**src/rtl/music_strip_pkg.sv**
```systemverilog
// +----------------------------------------------------------------------+
// | music_strip_pkg: shared types and default strip timing constants.    |
// | Revision: 1.0                                                        |
// +----------------------------------------------------------------------+
`default_nettype none

package music_strip_pkg;

  typedef enum logic [1:0] {
    IDLE  = 2'd0,
    SEND  = 2'd1,
    WAIT  = 2'd2,
    LATCH = 2'd3
  } ws_state_e;

  // Defaults assume a 100 MHz clock.
  localparam int WS_BIT_CYCLES   = 125;
  localparam int WS_T0H_CYCLES   = 40;
  localparam int WS_T1H_CYCLES   = 80;
  localparam int WS_RESET_CYCLES = 5000;

  typedef struct packed {
    logic [7:0] g;
    logic [7:0] r;
    logic [7:0] b;
  } ws_pixel_t;

endpackage

`default_nettype wire

```
**src/rtl/ws2812_bit_gen.sv**
```systemverilog
// +----------------------------------------------------------------------+
// | ws2812_bit_gen: one NRZ bit period; start restarts phase at zero.    |
// | Revision: 1.0                                                        |
// +----------------------------------------------------------------------+
`default_nettype none

module ws2812_bit_gen #(
  parameter int BIT_CYCLES = 125,
  parameter int T0H_CYCLES = 40,
  parameter int T1H_CYCLES = 80
) (
  input  logic clk,
  input  logic rst,
  input  logic start_i,
  input  logic bit_i,
  output logic dout_next_o,
  output logic bit_end_o
);

  localparam int PW = $clog2(BIT_CYCLES);
  localparam logic [PW-1:0] c_last = PW'(BIT_CYCLES - 1);
  localparam logic [PW-1:0] c_t0h  = PW'(T0H_CYCLES);
  localparam logic [PW-1:0] c_t1h  = PW'(T1H_CYCLES);

  logic [PW-1:0] phase_q, phase_d;
  logic          bit_q, bit_d;
  logic          active_q, active_d;

  // A start on the bit_end cycle chains bits with no idle phase in between.
  always_comb begin
    phase_d  = phase_q;
    bit_d    = bit_q;
    active_d = active_q;
    if (start_i) begin
      phase_d  = '0;
      bit_d    = bit_i;
      active_d = 1'b1;
    end else if (active_q) begin
      if (phase_q == c_last) begin
        active_d = 1'b0;
      end else begin
        phase_d = phase_q + PW'(1);
      end
    end
  end

  always_ff @(posedge clk or posedge rst) begin
    if (rst) begin
      phase_q  <= '0;
      bit_q    <= 1'b0;
      active_q <= 1'b0;
    end else begin
      phase_q  <= phase_d;
      bit_q    <= bit_d;
      active_q <= active_d;
    end
  end

  assign dout_next_o = active_q && (phase_q < (bit_q ? c_t1h : c_t0h));
  assign bit_end_o   = active_q && (phase_q == c_last);

endmodule

`default_nettype wire

```
**src/rtl/ws2812_tx.sv**
```systemverilog
// +----------------------------------------------------------------------+
// | ws2812_tx: GRB pixel stream to WS2812 NRZ line with latch period.    |
// | Revision: 1.0                                                        |
// +----------------------------------------------------------------------+
`default_nettype none

module ws2812_tx
  import music_strip_pkg::*;
#(
  parameter int BIT_CYCLES   = WS_BIT_CYCLES,
  parameter int T0H_CYCLES   = WS_T0H_CYCLES,
  parameter int T1H_CYCLES   = WS_T1H_CYCLES,
  parameter int RESET_CYCLES = WS_RESET_CYCLES
) (
  input  logic        clk,
  input  logic        rst,
  input  logic [23:0] pix_data,
  input  logic        pix_last,
  input  logic        pix_valid,
  output logic        pix_ready,
  output logic        dout,
  output logic        busy,
  output logic        frame_done,
  output logic        underrun
);

  localparam int CW = $clog2(RESET_CYCLES + 1);
  localparam logic [CW-1:0] c_cnt_last = CW'(RESET_CYCLES - 1);

  if (!(T0H_CYCLES > 0 && T0H_CYCLES < T1H_CYCLES && T1H_CYCLES < BIT_CYCLES)) begin : g_bad_timing
    $error("ws2812_tx: require 0 < T0H_CYCLES < T1H_CYCLES < BIT_CYCLES");
  end

  ws_state_e     state_q, state_d;
  ws_pixel_t     hold_q, hold_d;
  logic          hold_last_q, hold_last_d;
  logic          hold_full_q, hold_full_d;
  logic [23:0]   shift_q, shift_d;
  logic [4:0]    idx_q, idx_d;
  logic          cur_last_q, cur_last_d;
  logic          last_pending_q, last_pending_d;
  logic [CW-1:0] cnt_q, cnt_d;
  logic          frame_done_q, frame_done_d;
  logic          underrun_q, underrun_d;
  logic          pix_ready_q, dout_q, busy_q;

  logic w_accept, w_load, w_start, w_bit, w_dout_next, w_bit_end;

  assign w_accept = pix_valid && pix_ready_q;

  always_comb begin
    state_d        = state_q;
    hold_d         = hold_q;
    hold_last_d    = hold_last_q;
    shift_d        = shift_q;
    idx_d          = idx_q;
    cur_last_d     = cur_last_q;
    last_pending_d = last_pending_q;
    cnt_d          = cnt_q;
    frame_done_d   = 1'b0;
    underrun_d     = 1'b0;
    w_load         = 1'b0;
    w_start        = 1'b0;
    w_bit          = 1'b0;

    case (state_q)
      IDLE: w_load = hold_full_q;
      SEND: begin
        if (w_bit_end) begin
          if (idx_q != 5'd0) begin
            w_start = 1'b1;
            w_bit   = shift_q[22];
            shift_d = {shift_q[22:0], 1'b0};
            idx_d   = idx_q - 5'd1;
          end else if (cur_last_q) begin
            state_d = LATCH;
            cnt_d   = '0;
          end else if (hold_full_q) begin
            w_load = 1'b1;
          end else begin
            state_d = WAIT;
            cnt_d   = '0;
          end
        end
      end
      WAIT: begin
        if (hold_full_q) begin
          w_load = 1'b1;
        end else if (cnt_q == c_cnt_last) begin
          underrun_d = 1'b1;
          state_d    = IDLE;
        end else begin
          cnt_d = cnt_q + CW'(1);
        end
      end
      LATCH: begin
        if (cnt_q == c_cnt_last) begin
          frame_done_d   = 1'b1;
          last_pending_d = 1'b0;
          state_d        = IDLE;
        end else begin
          cnt_d = cnt_q + CW'(1);
        end
      end
      default: state_d = IDLE;
    endcase

    if (w_load) begin
      w_start    = 1'b1;
      w_bit      = hold_q.g[7];
      shift_d    = hold_q;
      idx_d      = 5'd23;
      cur_last_d = hold_last_q;
      cnt_d      = '0;
      state_d    = SEND;
    end

    // The serializer takes the old hold content before a same-edge accept overwrites it.
    hold_full_d = (hold_full_q && !w_load) || w_accept;
    if (w_accept) begin
      hold_d      = pix_data;
      hold_last_d = pix_last;
      if (pix_last) begin
        last_pending_d = 1'b1;
      end
    end
  end

  always_ff @(posedge clk or posedge rst) begin
    if (rst) begin
      state_q        <= IDLE;
      hold_q         <= '0;
      hold_last_q    <= 1'b0;
      hold_full_q    <= 1'b0;
      shift_q        <= '0;
      idx_q          <= '0;
      cur_last_q     <= 1'b0;
      last_pending_q <= 1'b0;
      cnt_q          <= '0;
      frame_done_q   <= 1'b0;
      underrun_q     <= 1'b0;
      pix_ready_q    <= 1'b0;
      dout_q         <= 1'b0;
      busy_q         <= 1'b0;
    end else begin
      state_q        <= state_d;
      hold_q         <= hold_d;
      hold_last_q    <= hold_last_d;
      hold_full_q    <= hold_full_d;
      shift_q        <= shift_d;
      idx_q          <= idx_d;
      cur_last_q     <= cur_last_d;
      last_pending_q <= last_pending_d;
      cnt_q          <= cnt_d;
      frame_done_q   <= frame_done_d;
      underrun_q     <= underrun_d;
      // Registered last_pending delays ready by one edge after frame_done.
      pix_ready_q    <= !hold_full_d && !last_pending_q;
      dout_q         <= w_dout_next;
      busy_q         <= (state_d != IDLE);
    end
  end

  ws2812_bit_gen #(
    .BIT_CYCLES(BIT_CYCLES),
    .T0H_CYCLES(T0H_CYCLES),
    .T1H_CYCLES(T1H_CYCLES)
  ) u_bit_gen (
    .clk        (clk),
    .rst        (rst),
    .start_i    (w_start),
    .bit_i      (w_bit),
    .dout_next_o(w_dout_next),
    .bit_end_o  (w_bit_end)
  );

  assign pix_ready  = pix_ready_q;
  assign dout       = dout_q;
  assign busy       = busy_q;
  assign frame_done = frame_done_q;
  assign underrun   = underrun_q;

endmodule

`default_nettype wire

```
**config.mk**
```make
export PLATFORM = sky130hd
export DESIGN_NAME = ws2812_tx
export DESIGN_NICKNAME = d
export VERILOG_FILES = /design/src/rtl/music_strip_pkg.sv /design/src/rtl/ws2812_bit_gen.sv /design/src/rtl/ws2812_tx.sv
export SDC_FILE = /design/constraint.sdc
export NUM_CORES = 1
export LEC_CHECK = 0
export ABC_AREA = 1
export CORE_MARGIN = 2
export CORE_UTILIZATION = 46
export CTS_CLUSTER_DIAMETER = 100
export DETAILED_ROUTE_END_ITERATION = 10
export PLACE_DENSITY_LB_ADDON = 0.1
export SLEW_MARGIN = 20
export SYNTH_ARGS = -nofsm -noshare
export SYNTH_HDL_FRONTEND = slang
export SYNTH_SLANG_ARGS = --single-unit
```
**constraint.sdc**
```tcl
create_clock -name clk -period 3.1 [get_ports clk]
set_input_delay 0.775 -clock clk [delete_from_list [all_inputs] [get_ports clk]]
set_output_delay 0.775 -clock clk [all_outputs]
set_load 0.02 [all_outputs]
```
==> metrics.txt <==
Wirelength per Cell=around 12 um; cts hold-fix bufs=0; Placed Instance Area=around 4800 um^2; Post-synth top flop=dfrtp_1; highest-count cells in the layout ignoring fill and taps=191 x nand2_1, 85 x dfrtp_1, 77 x nand3_1; Area Overhead vs Synth=13.1%; Area contributors post-synth=dfrtp_1 48%, nand2_1 16%, nand3_1 8.8%, ha_1 3.7%, o21a_1 3.6%; Setup crit start kind=register; gpl congestion=about 0.85; share of post-route cells with drive strength above 1=under 10%; internal reg-to-reg setup slack=between 0.7 and 0.8 ns; Clock Power Share=around 40%; Leakage=approximately 2.5 nW; RSZ-0062 raised after global routing=false; clock sink count=85; CP max stage delay=0.60 ns; ys async rst share=100%; Total GRT Usage=18.9%; Avg Vias per Cell=between 4 and 5; Num CTS Buffers=9; design area=4970 um^2; Synth top area share=between 40% and 50%; Seq cells post-synth=85; status=completed; part of the power in registers=56.9%; crit path launch=state_q[0]; WP data arrival=about 2.6 ns; Setup WS post-layout=between 0.7 and 0.8 ns; hold path startpoint=last_pending_q; first-pass GRT wire length=around 16,000 um; CTS resizes=0; worst setup path end=u_bit_gen.phase_q[5]; area leader, netlist=dfrtp_1; initial antenna violation count=0; Avg Inst Size Synth=8.12 um^2; CTS tree=done; clock-pin slew on the worst setup and hold paths=~0.09 ns; largest net degree at the start of global routing=80; number of buffers added on ports=32; logic gate share of total power=around 3%; Synth cell types=32; drt pass-1 iters=4; post-place setup slack=about 0.71 ns; Synth Warn #=0; HPWL after DPL=5720 um; vias in the first global route=~3,500; Buf+Inv Stages, Crit Path=1; H-tree depth=3; post-layout min period=2.37 ns; Final Skew=about 0.017 ns; Mapped Area=~4400 um^2; Req. time, crit path=roughly 3.4 ns; DRT Wirelength=8680 um; CP Depth=7; Max-Cap Viols=0; fin. max-slew vios=0; DRC Markers=0; Post-CTS Setup Inserts=0; pwr dens=~390 nW/um^2; Worst Tran Pin Value=slightly below 0.8 ns; worst-case reg-to-reg path depth=7; CP Class=reg2reg; register area share after synthesis=around half; Longest Clk Path Bufs=2; RR Startpoint=state_q[0]; slowest cell on the critical path=nand2_4; Setup-failing EPs final=0; Int Power=between 0.0015 and 0.002 W; Die Span Y=102 um; Net Sw Frac=22.1%; Max Freq=about 0.42 GHz; commonest non-fill, non-tap cell in the layout=nand2_1; Reg2Reg Capture Point=u_bit_gen.phase_q[5]; DIE AREA=a little over 10,000 um^2; Post-Route Setup TNS=0 ns; peak fanout along the critical path=79; syn_nets=a little under 600; Die Wd=between 100 and 150 um; Routed Antenna Nets=0; fin nets=about 610; I/O pin cnt=33; Peak supply drop=~0.22 mV; Fin. Hold Viols=0; Sw Pwr=~0.00043 W; Core ar.=around 9200 um^2; via count=about 3,500; Starting Density=47.6%; Slew headroom=47.1%; Cell Rows=35; gr ovfl total=0; Ant. Diodes=0; Root Buffer=clkbuf_8; crit path capture type=register; Post-Synthesis Cells=around 540; First DRT Iteration DRCs=167; cell family with most CP delay=simple AND/OR/NAND/NOR gates; Worst Hold Class=reg2reg; Clk Latency, worst-skew pair=about 0.36 ns; worst path cell trace=inv_1 -> ha_1 -> o21ai_0 -> o21ai_2 -> nand2_4 -> nand2_2 -> nor3b_1; Util after Layout=roughly 54%; fin crit share=between 70% and 80%; EDFF count, synth=0
## layer usage
metal | wire length (um) | up-vias | global-route usage, %
met5 | 0 | - | 0
met4 | 148 | 0 | 6.96
met3 | 230 | 14 | 2.62
met2 | 4200 | 52 | 33.0
met1 | 4100 | 1658 | 24.0
li1 | - | 1796 | -
## registers in the layout, indices dropped and copies added, names as in the netlist, 2 cells and up
signal	flops
cnt_q	13
state_q	2
hold_q	24
u_bit_gen.phase_q	7
idx_q	5
shift_q	23
## worst min path at each step
stage	to	slack, ns	depth (start not counted)
3_3_place_gp	pix_ready	0.42	1
5_1_grt	pix_ready	0.47	1
2_1_floorplan	pix_ready	0.40	1
6_report	pix_ready	0.44	1
4_1_cts	pix_ready	0.44	1
3_5_place_dp	pix_ready	0.42	1
## layout make-up
type / count / area [um^2]
clock buffers: 11 / 131
flip-flops and latches: 85 / 2130
fillers: 876 / 4270
clock inverters: 5 / 58.8
inverters: 40 / 151
repair buffers: 37 / 370
multi-input cells: 398 / 1970
well taps: 129 / 161
## cell usage after synthesis, types with 2 or more instances
cell and instances:
nand2_1 191, dfrtp_1 85, nand3_1 77, nor2_1 39, inv_1 36, o21a_1 21
ha_1 13, xor2_1 11, buf_6 9, nor3_1 8, a21oi_1 7, o21ai_0 6
clkbuf_1 5, buf_2 4, nand2_2 4, nor3b_1 4, inv_2 3, nand4_1 2
nor2_2 2, nor2_4 2, o211ai_1 2
## worst reg2reg max path, cell delays in order, from the launching register on
cell	delay, ns
dfrtp_1	0.45
inv_1	0.14
ha_1	0.26
o21ai_0	0.21
o21ai_2	0.10
nand2_4	0.60
nand2_2	0.26
nor3b_1	0.28
## power by group through the flow
stage / Sequential, W / Combinational, W / Clock [W]
CTS: 0.00111 / 0.0000605 / 0.000802
detailed placement: 0.00113 / 0.0000604 / 0
global placement: 0.00113 / 0.0000600 / 0
finish: 0.00111 / 0.0000577 / 0.000780
global route: 0.00111 / 0.0000654 / 0.000845
floorplan: 0.00113 / 0.0000161 / 0
## kinds of logic (layout without fill, tap and decap cells)
kind of cell	after synthesis	in the layout	share of synthesized area, %
adder cells (fa/ha/maj)	13	13	3.70
XOR/XNOR	11	11	2.19
AND/OR/NAND/NOR	334	334	33.0
AO/OA/AOI/OAI	40	40	6.03
flip-flops	85	85	48.4
buffers and inverters	59	93	6.77
## per-stage QoR
step / cells / power (W) / hold WS [ns]
after detailed placement: 689 / 0.00119 / 0.424
after CTS: 705 / 0.00197 / 0.439
after global routing: 705 / 0.00202 / 0.469
after global placement: 689 / 0.00119 / 0.423
final: 705 / 0.00195 / 0.436
after floorplan: 542 / 0.00115 / 0.395
Power figures use the tool's default switching activity.
